### src/rtl/vga_scan.sv
// Purpose : raster scan generator and pixel output stage for the VGA text display.
// Latency : one enabled cycle from read address to registered RGB/sync/frame_start.
// Backpressure: none; pix_en is the only pacing input. When it is low, counters and outputs hold.
//
// Ports:
//   clk, rst (async, active-low)  clock and reset
//   pix_en                        pixel strobe; all state advances only when high
//   read_hchar/vchar/hoffset/voffset  character buffer read address, combinational from the counters
//   read_lit, out_of_bounds       character buffer response for the current address
//   vga_r/g/b, vga_hsync, vga_vsync   registered connector outputs (syncs active-low)
//   frame_start                   one-cycle (enabled) pulse aligned with output pixel (0,0)
//
// Optional feature macro: VGA_SCAN_BORDER_EN. When it is defined, active pixels flagged
// out_of_bounds are drawn in blue (12'h00F). Otherwise they are drawn in p_bg_color.
module vga_scan #(
  parameter int          p_h_active = 640,
  parameter int          p_h_front  = 16,
  parameter int          p_h_sync   = 96,
  parameter int          p_h_back   = 48,
  parameter int          p_v_active = 480,
  parameter int          p_v_front  = 10,
  parameter int          p_v_sync   = 2,
  parameter int          p_v_back   = 33,
  parameter logic [11:0] p_fg_color = 12'hFFF,
  parameter logic [11:0] p_bg_color = 12'h000
) (
  input  logic       clk,
  input  logic       rst,
  input  logic       pix_en,
  output logic [6:0] read_hchar,
  output logic [5:0] read_vchar,
  output logic [2:0] read_hoffset,
  output logic [2:0] read_voffset,
  input  logic       read_lit,
  input  logic       out_of_bounds,
  output logic [3:0] vga_r,
  output logic [3:0] vga_g,
  output logic [3:0] vga_b,
  output logic       vga_hsync,
  output logic       vga_vsync,
  output logic       frame_start
);

  localparam int H_TOTAL = p_h_active + p_h_front + p_h_sync + p_h_back;
  localparam int V_TOTAL = p_v_active + p_v_front + p_v_sync + p_v_back;

  // All timing boundaries are pre-cast to the counter width so every compare is 10 bits.
  localparam logic [9:0] H_ACT      = 10'(p_h_active);
  localparam logic [9:0] H_SYNC_BEG = 10'(p_h_active + p_h_front);
  localparam logic [9:0] H_SYNC_END = 10'(p_h_active + p_h_front + p_h_sync);
  localparam logic [9:0] H_LAST     = 10'(H_TOTAL - 1);
  localparam logic [9:0] V_ACT      = 10'(p_v_active);
  localparam logic [9:0] V_SYNC_BEG = 10'(p_v_active + p_v_front);
  localparam logic [9:0] V_SYNC_END = 10'(p_v_active + p_v_front + p_v_sync);
  localparam logic [9:0] V_LAST     = 10'(V_TOTAL - 1);

`ifdef VGA_SCAN_BORDER_EN
  localparam logic [11:0] BORDER_COLOR = 12'h00F;
`else
  // Same select path as the bordered build; this constant makes out_of_bounds a no-op.
  localparam logic [11:0] BORDER_COLOR = p_bg_color;
`endif

  logic [9:0]  hcount;
  logic [9:0]  vcount;
  logic        active;
  logic        hsync_n;
  logic        vsync_n;
  logic        at_origin;
  logic [11:0] color;

  // Read address is a pure function of the counters, valid during blanking too.
  assign read_hchar   = hcount[9:3];
  assign read_vchar   = vcount[8:3];
  assign read_hoffset = hcount[2:0];
  assign read_voffset = vcount[2:0];

  always_comb begin
    active    = (hcount < H_ACT) && (vcount < V_ACT);
    hsync_n   = !((hcount >= H_SYNC_BEG) && (hcount < H_SYNC_END));
    vsync_n   = !((vcount >= V_SYNC_BEG) && (vcount < V_SYNC_END));
    at_origin = (hcount == 10'd0) && (vcount == 10'd0);
    color     = 12'h000;
    if (active) begin
      if (out_of_bounds) begin
        color = BORDER_COLOR;
      end else if (read_lit) begin
        color = p_fg_color;
      end else begin
        color = p_bg_color;
      end
    end
  end

  // Counters and the single output stage share one enable, so the outputs always
  // describe the pixel whose address was presented on the previous enabled cycle.
  always_ff @(posedge clk or negedge rst) begin
    if (!rst) begin
      hcount      <= 10'd0;
      vcount      <= 10'd0;
      vga_r       <= 4'h0;
      vga_g       <= 4'h0;
      vga_b       <= 4'h0;
      vga_hsync   <= 1'b1;
      vga_vsync   <= 1'b1;
      frame_start <= 1'b0;
    end else if (pix_en) begin
      if (hcount == H_LAST) begin
        hcount <= 10'd0;
        if (vcount == V_LAST) begin
          vcount <= 10'd0;
        end else begin
          vcount <= vcount + 10'd1;
        end
      end else begin
        hcount <= hcount + 10'd1;
      end
      vga_r       <= color[11:8];
      vga_g       <= color[7:4];
      vga_b       <= color[3:0];
      vga_hsync   <= hsync_n;
      vga_vsync   <= vsync_n;
      frame_start <= at_origin;
    end
  end

endmodule

### config.mk
export PLATFORM = sky130hd
export DESIGN_NAME = vga_scan
export DESIGN_NICKNAME = d
export VERILOG_FILES = /design/src/rtl/vga_scan.sv
export SDC_FILE = /design/constraint.sdc
export NUM_CORES = 1
export LEC_CHECK = 0
export BUFFER_PORTS_ARGS = -buffer_cell sky130_fd_sc_hd__buf_2
export CAP_MARGIN = 20
export CELL_PAD_IN_SITES_DETAIL_PLACEMENT = 0
export CELL_PAD_IN_SITES_GLOBAL_PLACEMENT = 1
export CORE_ASPECT_RATIO = 1.5
export CORE_UTILIZATION = 42
export DETAILED_ROUTE_END_ITERATION = 10
export GPL_TIMING_DRIVEN = 0
export PLACE_DENSITY_LB_ADDON = 0.1
export SETUP_SLACK_MARGIN = 0.15
export SYNTH_ARGS = -nofsm -noshare
export SYNTH_HDL_FRONTEND = slang
export SYNTH_SLANG_ARGS = --single-unit
### constraint.sdc
create_clock -name clk -period 4.7 [get_ports clk]
set_input_delay 0.94 -clock clk [delete_from_list [all_inputs] [get_ports clk]]
set_output_delay 0.94 -clock clk [all_outputs]
set_load 0.02 [all_outputs]
Word-level counts from Yosys, hierarchy flattened
Index checks and enable logic that the tools add are counted.
{"block": "word_totals", "register_bits": 35, "in_bits": 5, "out_inout_bits": 34, "elab_cells": 32}
{"block": "classes", "n_addsub": 2, "order_cmp": 6, "n_eq_ne": 2, "n_mux": 5, "reduce_logical": 9}
{"cell": "$mux W12", "count": 3}
{"cell": "$add A10 B1 Y10 const B", "count": 2}
{"cell": "$eq A10 B10 Y1 const B", "count": 2}
{"cell": "$logic_not A10 Y1", "count": 2}
{"cell": "$lt A10 B10 Y1 const B", "count": 2}
{"cell": "$lt A10 B9 Y1 const B", "count": 2}
{"cell": "$mux W10", "count": 2}
{"cell": "$ge A10 B10 Y1 const B", "count": 1}
{"cell": "$ge A10 B9 Y1 const B", "count": 1}
{"cell": "$logic_and A1 B1 Y1", "count": 4}
{"cell": "$logic_not A1 Y1", "count": 2}
{"cell": "$reduce_and A2 Y1", "count": 1}

Depth between registers and ports, before layout
Gate-level depths: netlist (run 1).
{"block": "depth", "ltp_word": 3, "mapped_depth": 5, "mapped_depth_nobuf": 5}

Worst setup path before layout (run 1)
OpenSTA, ideal clock, no wires.
{"block": "synth_path", "path_kind": "in2reg", "from": "input port pix_en", "to": "register vcount[3]", "setup_time_ns": 0.069, "t_arrival_ns": 1.858, "t_required_ns": 4.631, "slack_ns": 2.773, "cell_stages": 4, "path_buffers": 0, "path_cell_list": "nand4_4 > or3_4 > or3_1 > nand3_1"}
{"block": "synth_via", "elab_chain_len": 1}
{"element": "start, declared", "line": "29", "text": "input logic pix_en,"}
{"element": "$reduce_and A2 Y1 (no source line)"}
{"element": "end signal, assigned", "line": "113", "text": "vcount <= vcount + 10'd1;"}
{"element": "end, declared", "line": "65", "text": "logic [9:0] vcount;"}
Every way passes these cells.
A chain may end at the register's enable or synchronous reset.

==> flow_summary.toml, run 1 <==
[synth]
ys_seq_elements = 24
synth.cell_area_um2 = 1448
synth_most_common_cell = "dfrtp_1"
post-synth-top-area-cell = "dfrtp_1"
ys_top_cells_by_area = "dfrtp_1, buf_4, nand3_1"
synth_nets = 162
synth_edf_count = 0
yosysTopAreaCellShare = 0.3803
synth_cell_types = 38
ys_warn_count = 0
seq_area_frac_synth = 0.4166
postSynthCellCount = 153
syn_area_per_cell_um2 = 9.462
synthArstFlopShare = 1.000
synth_commonest_cells = "dfrtp_1, buf_4, nand3_1"
ys.flop_type = "dfrtp_1"

[pwr]
power.density_nw_per_um2 = 333.9
peakVddDrop_v = 0.0002180
cellLeakagePower_nw = 0.9211
p_total_w = 0.0005874

[placed_design]
io_buffers = 38
dp_cells = 231
pre_cts_slack_ns = 2.432
place_hpwl_mm = 2.425
gp_congestion = 0.8925

[detailed_routing]
firstDrtPassIters = 4
totalWireLength_mm = 3.173
vias = 1203
first_iter_violations = 26
drcViolationCount = 0
routedWlPerCell_um = 13.50
routed_via_density = 5.119
ant_nets = 0

[critical_path]
r2r_cells = 5
crit_path_cell_trace = "buf_4 > buf_2"
path_depth = 2
cp.required_ns = 3.76
cp_num_buf_inv = 2
cp_top_family = "flip-flops"
endpoint_kind = "output port"
cp-start-kind = "register"
cp.arrival_ns = 1.15
crit_type = "register to output port"
critPathMaxFanout = 13
slowest_stage = "dfrtp_1"
cpPeakStageDelay_ns = 0.56

[clock_network]
cts_made_buffers = 3
cts_setup_buffers = 0
cts-root-buf = "clkbuf_8"
htree_levels = 1
clkSinkCount = 24
cts_tree = "done"
clkSlewWorstSetupHoldPaths_ns = 0.09
post_cts_resized = 0
clock_latency_ns = 0.27
hold_buffers = 0
clockBufferDepth = 2

[run]
timing.max_cap.violations = 0

[timing]
worst_hold_slack_ns = 0.4992
fmax_ghz = 0.4779
setup_slack_ns = 2.607
fin_tns_setup_ns = 0
period_share = 0.4452
max-slew-margin-rel = 0.4729
drv_slew = 0
finalClockSkew_ns = 0.004347
hold_viol = 0
rsz0062_at_grt = "no"
tightest_slew_ns = 0.7846
period_minus_slack_ns = 2.093
setup_viol = 0

[cells_and_area]
antenna_cells = 0
nets = 205
drive_gt1_frac = 0.3795
multi_input_area_um2 = 655.6
fin_cells = 235
area_delta_synth_final_pct = 21.52
register_area_um2 = 603.1
nFillCells = 321

[grt]
antenna_found_initial = 0
grtUsageTotal = 0.1886
overflow = 0
grt_pass1_wl_mm = 5.237
grt_max_degree = 25
grt_pass1_vias = 1139

[floorplan]
die-height_um = 73.91
coreArea_um2 = 3222
start_util = 0.4493
fp-row-count = 25
io-pin-count = 39
die_x_um = 49.94
dieArea_um2 = 3690

[hold_path]
hold_path_depth = 2
hold_path_class = "register to register"

[status]
status = "complete, no violations"
[final cells by class]
cell class / count / area share
inverter: 8 / 0.01707
sequential: 24 / 0.3428
clock buffer: 3 / 0.02347
timing repair buffer: 38 / 0.1081
multi-input combinational: 99 / 0.3727
clock inverter: 1 / 0.01707
buffer: 22 / 0.09033
tap: 40 / 0.02845
[logic make-up (layout without fill, tap and decap cells)]
family | count (synthesis) | in the layout | synth area share
flip-flops | 24 | 24 | 0.4166
buffers and inverters | 30 | 72 | 0.1305
multiplexers | 2 | 2 | 0.01469
XOR/XNOR | 10 | 10 | 0.06051
adder cells (fa/ha/maj) | 4 | 4 | 0.03457
AO/OA/AOI/OAI | 16 | 16 | 0.05964
AND/OR/NAND/NOR | 67 | 67 | 0.2835
[flip-flops by register name, summed over array words and instances (netlist names)]
signal,flops
vcount,10
vga_r,1
hcount,10
frame_start,1
vga_vsync,1
vga_hsync,1
[worst min-delay path: stages, from the launching register on]
cell	delay, ns
dfstp_2	0.38
nor2_1	0.08
a21oi_1	0.05
[through the flow]
step,instance area [um2],util
finish,1759,0.5460
global route,1759,0.5460
CTS,1759,0.5460
detailed placement,1688,0.5239
global placement,1688,0.5239
floorplan,1448,-
[per-layer routing]
layer / global-route usage / vias up / routed length, um
met4: 0.09524 / 0 / 55
met1: 0.2062 / 563 / 1314
met2: 0.3498 / 37 / 1709
li1: - / 597 / -
met5: 0 / - / 0
met3: 0.02692 / 6 / 93
[where the power goes]
group          leakage, nW  switching, W  internal (W)
registers            0.292     0.0000333      0.000228
clock network       0.0357     0.0000703      0.000114
logic                0.593     0.0000887     0.0000529
total                0.921      0.000192      0.000395
[worst paths after layout]
check	start	to	slack, ns
worst min-delay path	vga_vsync	vga_vsync	0.50
worst max register to register	hcount[0]	vcount[2]	2.80
worst min register to register	vga_vsync	vga_vsync	0.50
worst max-delay path	vga_r[2]	vga_b[3]	2.61
min in group asynchronous	rst	hcount[5]	0.65
max in group asynchronous	rst	vga_vsync	3.68
[layout by cell type, fill, tap and decap left out, types with 5 or more instances in the layout]
master / instances
buf_2: 39
dfrtp_1: 22
buf_4: 20
nand3_1: 15
nand2_1: 9
o21ai_0: 9
nor2_1: 9
inv_1: 8
xnor2_1: 7
a21oi_1: 5
(Power assumes the default switching activity.)
==> inputs of run 2 (changes only) <==
- ABC_AREA: unset -> 1
- CORE_UTILIZATION: 42 -> 37
- clock period: 4.7 -> 2.1 ns (I/O delays scaled with it)
==> run 2 against run 1 <==
Die area is 21% higher. Highest routed layer unchanged. Cell area is 5.8% higher. Largest power group unchanged. Routed wire length is 12% higher.
==> flow_summary.toml, run 2 <==
[synth]
synth_nets = 217
synth_cell_types = 25
synth_edf_count = 0
ys_warn_count = 0
seq_area_frac_synth = 0.3897
ys_top_cells_by_area = "dfrtp_1, nand2_1, buf_4"
syn_area_per_cell_um2 = 7.441
postSynthCellCount = 208
synthArstFlopShare = 1.000
yosysTopAreaCellShare = 0.3557
synth_most_common_cell = "nand2_1"
ys.flop_type = "dfrtp_1"
synth.cell_area_um2 = 1548
synth_commonest_cells = "nand2_1, inv_1, dfrtp_1, buf_4, nor2_1"
ys_seq_elements = 24
post-synth-top-area-cell = "dfrtp_1"

[clock_network]
hold_buffers = 0
clkSinkCount = 24
clockBufferDepth = 2
cts-root-buf = "clkbuf_8"
cts_tree = "done"
clkSlewWorstSetupHoldPaths_ns = 0.09
cts_setup_buffers = 0
cts_made_buffers = 3
post_cts_resized = 0
htree_levels = 1
clock_latency_ns = 0.28

[timing]
period_minus_slack_ns = 1.586
hold_viol = 0
drv_slew = 0
finalClockSkew_ns = 0.007483
tightest_slew_ns = 0.5685
max-slew-margin-rel = 0.6210
period_share = 0.7554
fmax_ghz = 0.6304
fin_tns_setup_ns = 0
rsz0062_at_grt = "no"
setup_viol = 0

[grt]
grt_pass1_wl_mm = 5.609
met1_usage = 0.1965
antenna_found_initial = 0
met3_usage = 0.01685
use_met2 = 0.3205
grtUsageTotal = 0.1743
grt_max_degree = 25
busiest_layer = "met2"
overflow = 0
grt_pass1_vias = 1228

[cells_and_area]
nets = 259
register_area_um2 = 603.1
antenna_cells = 0
drive_gt1_frac = 0.3012
reg_top3 = "hcount: 10 flops, vcount: 10 flops"
stdcell_area_um2 = 1861
area_delta_synth_final_pct = 20.21
multi_input_area_um2 = 649.4
mostFrequentLayoutCells = "nand2_1, buf_2, inv_1, dfrtp_1, buf_4"
nFillCells = 444
layout_commonest_cell = "nand2_1"

[critical_path]
cp.required_ns = 1.68
cp.arrival_ns = 1.17
cp-start-kind = "register"
crit_type = "register to output port"
endpoint_kind = "output port"
critPathMaxFanout = 13

[detailed_routing]
firstDrtPassIters = 4
first_iter_violations = 16
routed_via_density = 4.650
vias = 1367
routedWlPerCell_um = 12.07
ant_nets = 0
drcViolationCount = 0
totalWireLength_mm = 3.550

[hold_path]
hold_path_class = "primary input to async pin"

[floorplan]
die-height_um = 81.21
coreArea_um2 = 3959
fp-row-count = 28
io-pin-count = 39
dieArea_um2 = 4451
die_x_um = 54.81
start_util = 0.3910

[pwr]
peakVddDrop_v = 0.0004498
power.density_nw_per_um2 = 696.4
cellLeakagePower_nw = 1.062

[placed_design]
place_hpwl_mm = 2.717
gp_congestion = 0.7670
place_area_um2 = 1789
io_buffers = 37

[run]
timing.max_cap.violations = 0

[status]
status = "complete, no violations"
-- run 2: changes by cell type in the layout (fill, tap and decap cells not counted), moves of 2 or more --
cell	before	now
xnor2_1	7	0
inv_1	8	31
a21oi_1	5	1
nor4_2	2	0
xor2_1	3	5
and3_1	4	0
o21ai_0	9	13
and2_1	2	0
nand4_1	4	8
nand2_1	9	44
nor3_1	4	6
nor2_1	9	19
nand2_2	0	5
nor4_1	3	1
-- run 2: power breakdown --
group / internal [W] / switching (W)
Clock: 0.000255 / 0.000163
Sequential: 0.000511 / 0.0000853
Combinational: 0.000102 / 0.000180
-- run 2: through the flow --
step / setup WS (ns) / util / hold WS [ns] / instances / power (W)
6_report: 0.5137 / 0.4700 / 0.1254 / 294 / 0.001296
5_1_grt: 0.3961 / 0.4700 / 0.1727 / 294 / 0.001366
4_1_cts: 0.5089 / 0.4700 / 0.1408 / 294 / 0.001310
3_5_place_dp: 0.5228 / 0.4520 / 0.4475 / 290 / 0.0008930
3_3_place_gp: 0.5407 / 0.4520 / 0.4468 / 290 / 0.0008882
2_1_floorplan: 0.5801 / - / 0.1244 / 208 / 0.0007887
-- run 2: layout make-up --
| class | count | area share |
|---|---|---|
| timing repair buffer | 37 | 0.09953 |
| sequential | 24 | 0.3241 |
| clock inverter | 1 | 0.01614 |
| clock buffer | 3 | 0.02219 |
| buffer | 24 | 0.09617 |
| multi-input combinational | 129 | 0.3490 |
| tap | 45 | 0.03026 |
| inverter | 31 | 0.06254 |
-- run 2: cells by family after synthesis --
logic type,count (synthesis),share of synthesized area
fa+ha+maj,4,0.03234
simple gates,103,0.3007
compound gates,17,0.05821
buf+inv,55,0.1908
flops,24,0.3897
xor+xnor,5,0.02829
-- run 2: final timing paths --
check	to	startpoint	cells after the start	slack (ns)
worst min register to register	vga_vsync	vga_vsync	2	0.49
max in group asynchronous	vga_hsync	rst	1	1.59
min in group clk	vga_vsync	pix_en	3	0.47
worst max-delay path	vga_r[2]	vga_r[2]	2	0.51
worst min-delay path	vcount[8]	rst	1	0.13
worst max register to register	vcount[5]	hcount[0]	8	0.53
-- run 2: critical path, cell delays in order (launching register included) --
cell     delay [ns]
dfrtp_1        0.57
buf_4          0.17
buf_2          0.15
-- run 2: per-layer routing --
metal	vias to the layer above	wire, um
li1	721	-
met2	17	1923
met1	624	1520
met5	-	0
met3	5	60
met4	0	46
==> inputs of run 3 (changes only) <==
- clock period: 2.1 -> 1.55 ns (I/O delays scaled with it)
==> run 3 against run 2 <==
Sequential cell count did not move. Worst hold slack got worse by 0.10 ns. Die area did not move. Combinational power rose by 62%. Sequential power rose by 36%. Via count rose by 2.4%. Critical path depth rose by 6. Clock skew fell by 0.0046 ns. First-iteration DRC count rose by 19%. Non-clock buffer count rose by 10. Clock power fell by 10%. Sequential share of layout area fell by 1.4 points. Critical path type is now register to register. Largest power group unchanged.
==> flow_summary.toml, run 3 (same netlist as run 2, synthesis figures left out) <==
[critical_path]
crit_type = "register to register"
cp-startpoint = "hcount[1]"
slowest_stage = "dfrtp_2"
crit_path_cell_trace = "ha_4 > nand2_4 > nor2_4 > nand2_2 > nor2_4 > buf_6 > nand2_2 > xor2_1"
rr_startpoint = "hcount[1]"
cp.required_ns = 1.70
cpPeakStageDelay_ns = 0.40
cp_num_buf_inv = 1
cp_top_family = "simple AND/OR/NAND/NOR gates"
crit_end = "vcount[6]"
path_depth = 8
reg2reg_slack_ns = 0.18
endpoint_kind = "register"
r2r-end = "vcount[6]"
cp-start-kind = "register"
critPathMaxFanout = 5
r2r_cells = 8
cp.arrival_ns = 1.53

[cells_and_area]
drive_gt1_frac = 0.4015
layout_commonest_cell = "nand2_1"
antenna_cells = 0
mostFrequentLayoutCells = "nand2_1, buf_2, buf_4, inv_1"
area_delta_synth_final_pct = 27.32
reg_top3 = "hcount: 10 flops, vcount: 10 flops"
stdcell_area_um2 = 1971
nets = 269
fin_cells = 304

[pwr]
p_total_w = 0.001641
power.density_nw_per_um2 = 832.9
peakVddDrop_v = 0.0007777
cellLeakagePower_nw = 1.098

[detailed_routing]
ant_nets = 0
first_iter_violations = 19
routedWlPerCell_um = 11.60
firstDrtPassIters = 4
drcViolationCount = 0
routed_via_density = 4.605
vias = 1400
totalWireLength_mm = 3.525

[clock_network]
htree_levels = 1
clkSlewWorstSetupHoldPaths_ns = 0.08
clock_latency_ns = 0.26
clockBufferDepth = 2
cts_tree = "done"
cts-root-buf = "clkbuf_8"
clkSinkCount = 24
cts_made_buffers = 3

[floorplan]
die-height_um = 81.21
start_util = 0.3910
die_x_um = 54.81
fp-row-count = 28
dieArea_um2 = 4451
coreArea_um2 = 3959
io-pin-count = 39

[grt]
grt_max_degree = 25
overflow = 0
grt_pass1_vias = 1266
antenna_found_initial = 0
grt_pass1_wl_mm = 5.671
grtUsageTotal = 0.1761

[timing]
period_minus_slack_ns = 1.374
period_share = 0.8863
tightest_slew_ns = 0.5444
max-slew-margin-rel = 0.6371
drv_slew = 0
finalClockSkew_ns = 0.002918
setup_viol = 0
fmax_ghz = 0.7279
rsz0062_at_grt = "yes"
hold_viol = 0
fin_tns_setup_ns = 0

[placed_design]
dp_cells = 290
place_hpwl_mm = 2.718
gp_congestion = 0.7922
io_buffers = 37
place_area_um2 = 1804

[hold_path]
hold_path_class = "primary input to async pin"

[run]
timing.max_cap.violations = 0

[status]
status = "complete, no violations"
-- run 3: stage by stage --
step,hold slack (ns),setup slack [ns],util
floorplan,0.01441,0.1438,-
global placement,0.3400,0.08145,0.4558
detailed placement,0.3408,0.07972,0.4558
CTS,0.04341,0.1510,0.4807
global route,0.06462,0.1113,0.4978
finish,0.02252,0.1762,0.4978
-- run 3: per-layer routing --
metal	vias to the layer above	wire (um)	global-route usage
li1	737	-	-
met1	644	1498	0.2009
met2	17	1935	0.3253
met3	2	69	0.02247
met4	0	21	0.04615
met5	-	0	0
-- run 3: worst min path at each step --
stage | slack, ns | startpoint | cells past startpoint | end
finish | 0.02 | rst | 1 | vcount[8]
global route | 0.06 | rst | 1 | vcount[8]
CTS | 0.04 | rst | 1 | vcount[8]
detailed placement | 0.34 | rst | 1 | vcount[8]
global placement | 0.34 | rst | 1 | vcount[2]
floorplan | 0.01 | rst | 0 | frame_start
-- run 3: power breakdown --
part           internal (W)  switching (W)
combinational      0.000182       0.000275
sequential         0.000701       0.000109
clock              0.000183       0.000192
-- run 3: final cells by class --
| cell class | instances | area, um2 |
|---|---|---|
| Buffer | 24 | 178.9 |
| Clock buffer | 4 | 45.04 |
| Fill cell | 440 | 1988 |
| Inverter | 31 | 116.4 |
| Multi-Input combinational cell | 129 | 701.9 |
| Sequential cell | 24 | 611.8 |
| Tap cell | 45 | 56.30 |
| Timing Repair Buffer | 47 | 260.3 |
-- run 3: timing repair --
action,in CTS,in global routing
resized for setup,4,17
endpoints found under the setup margin,23,28
pin swaps,1,3
cloned,1,0
setup buffers,5,4
hold buffers,0,0
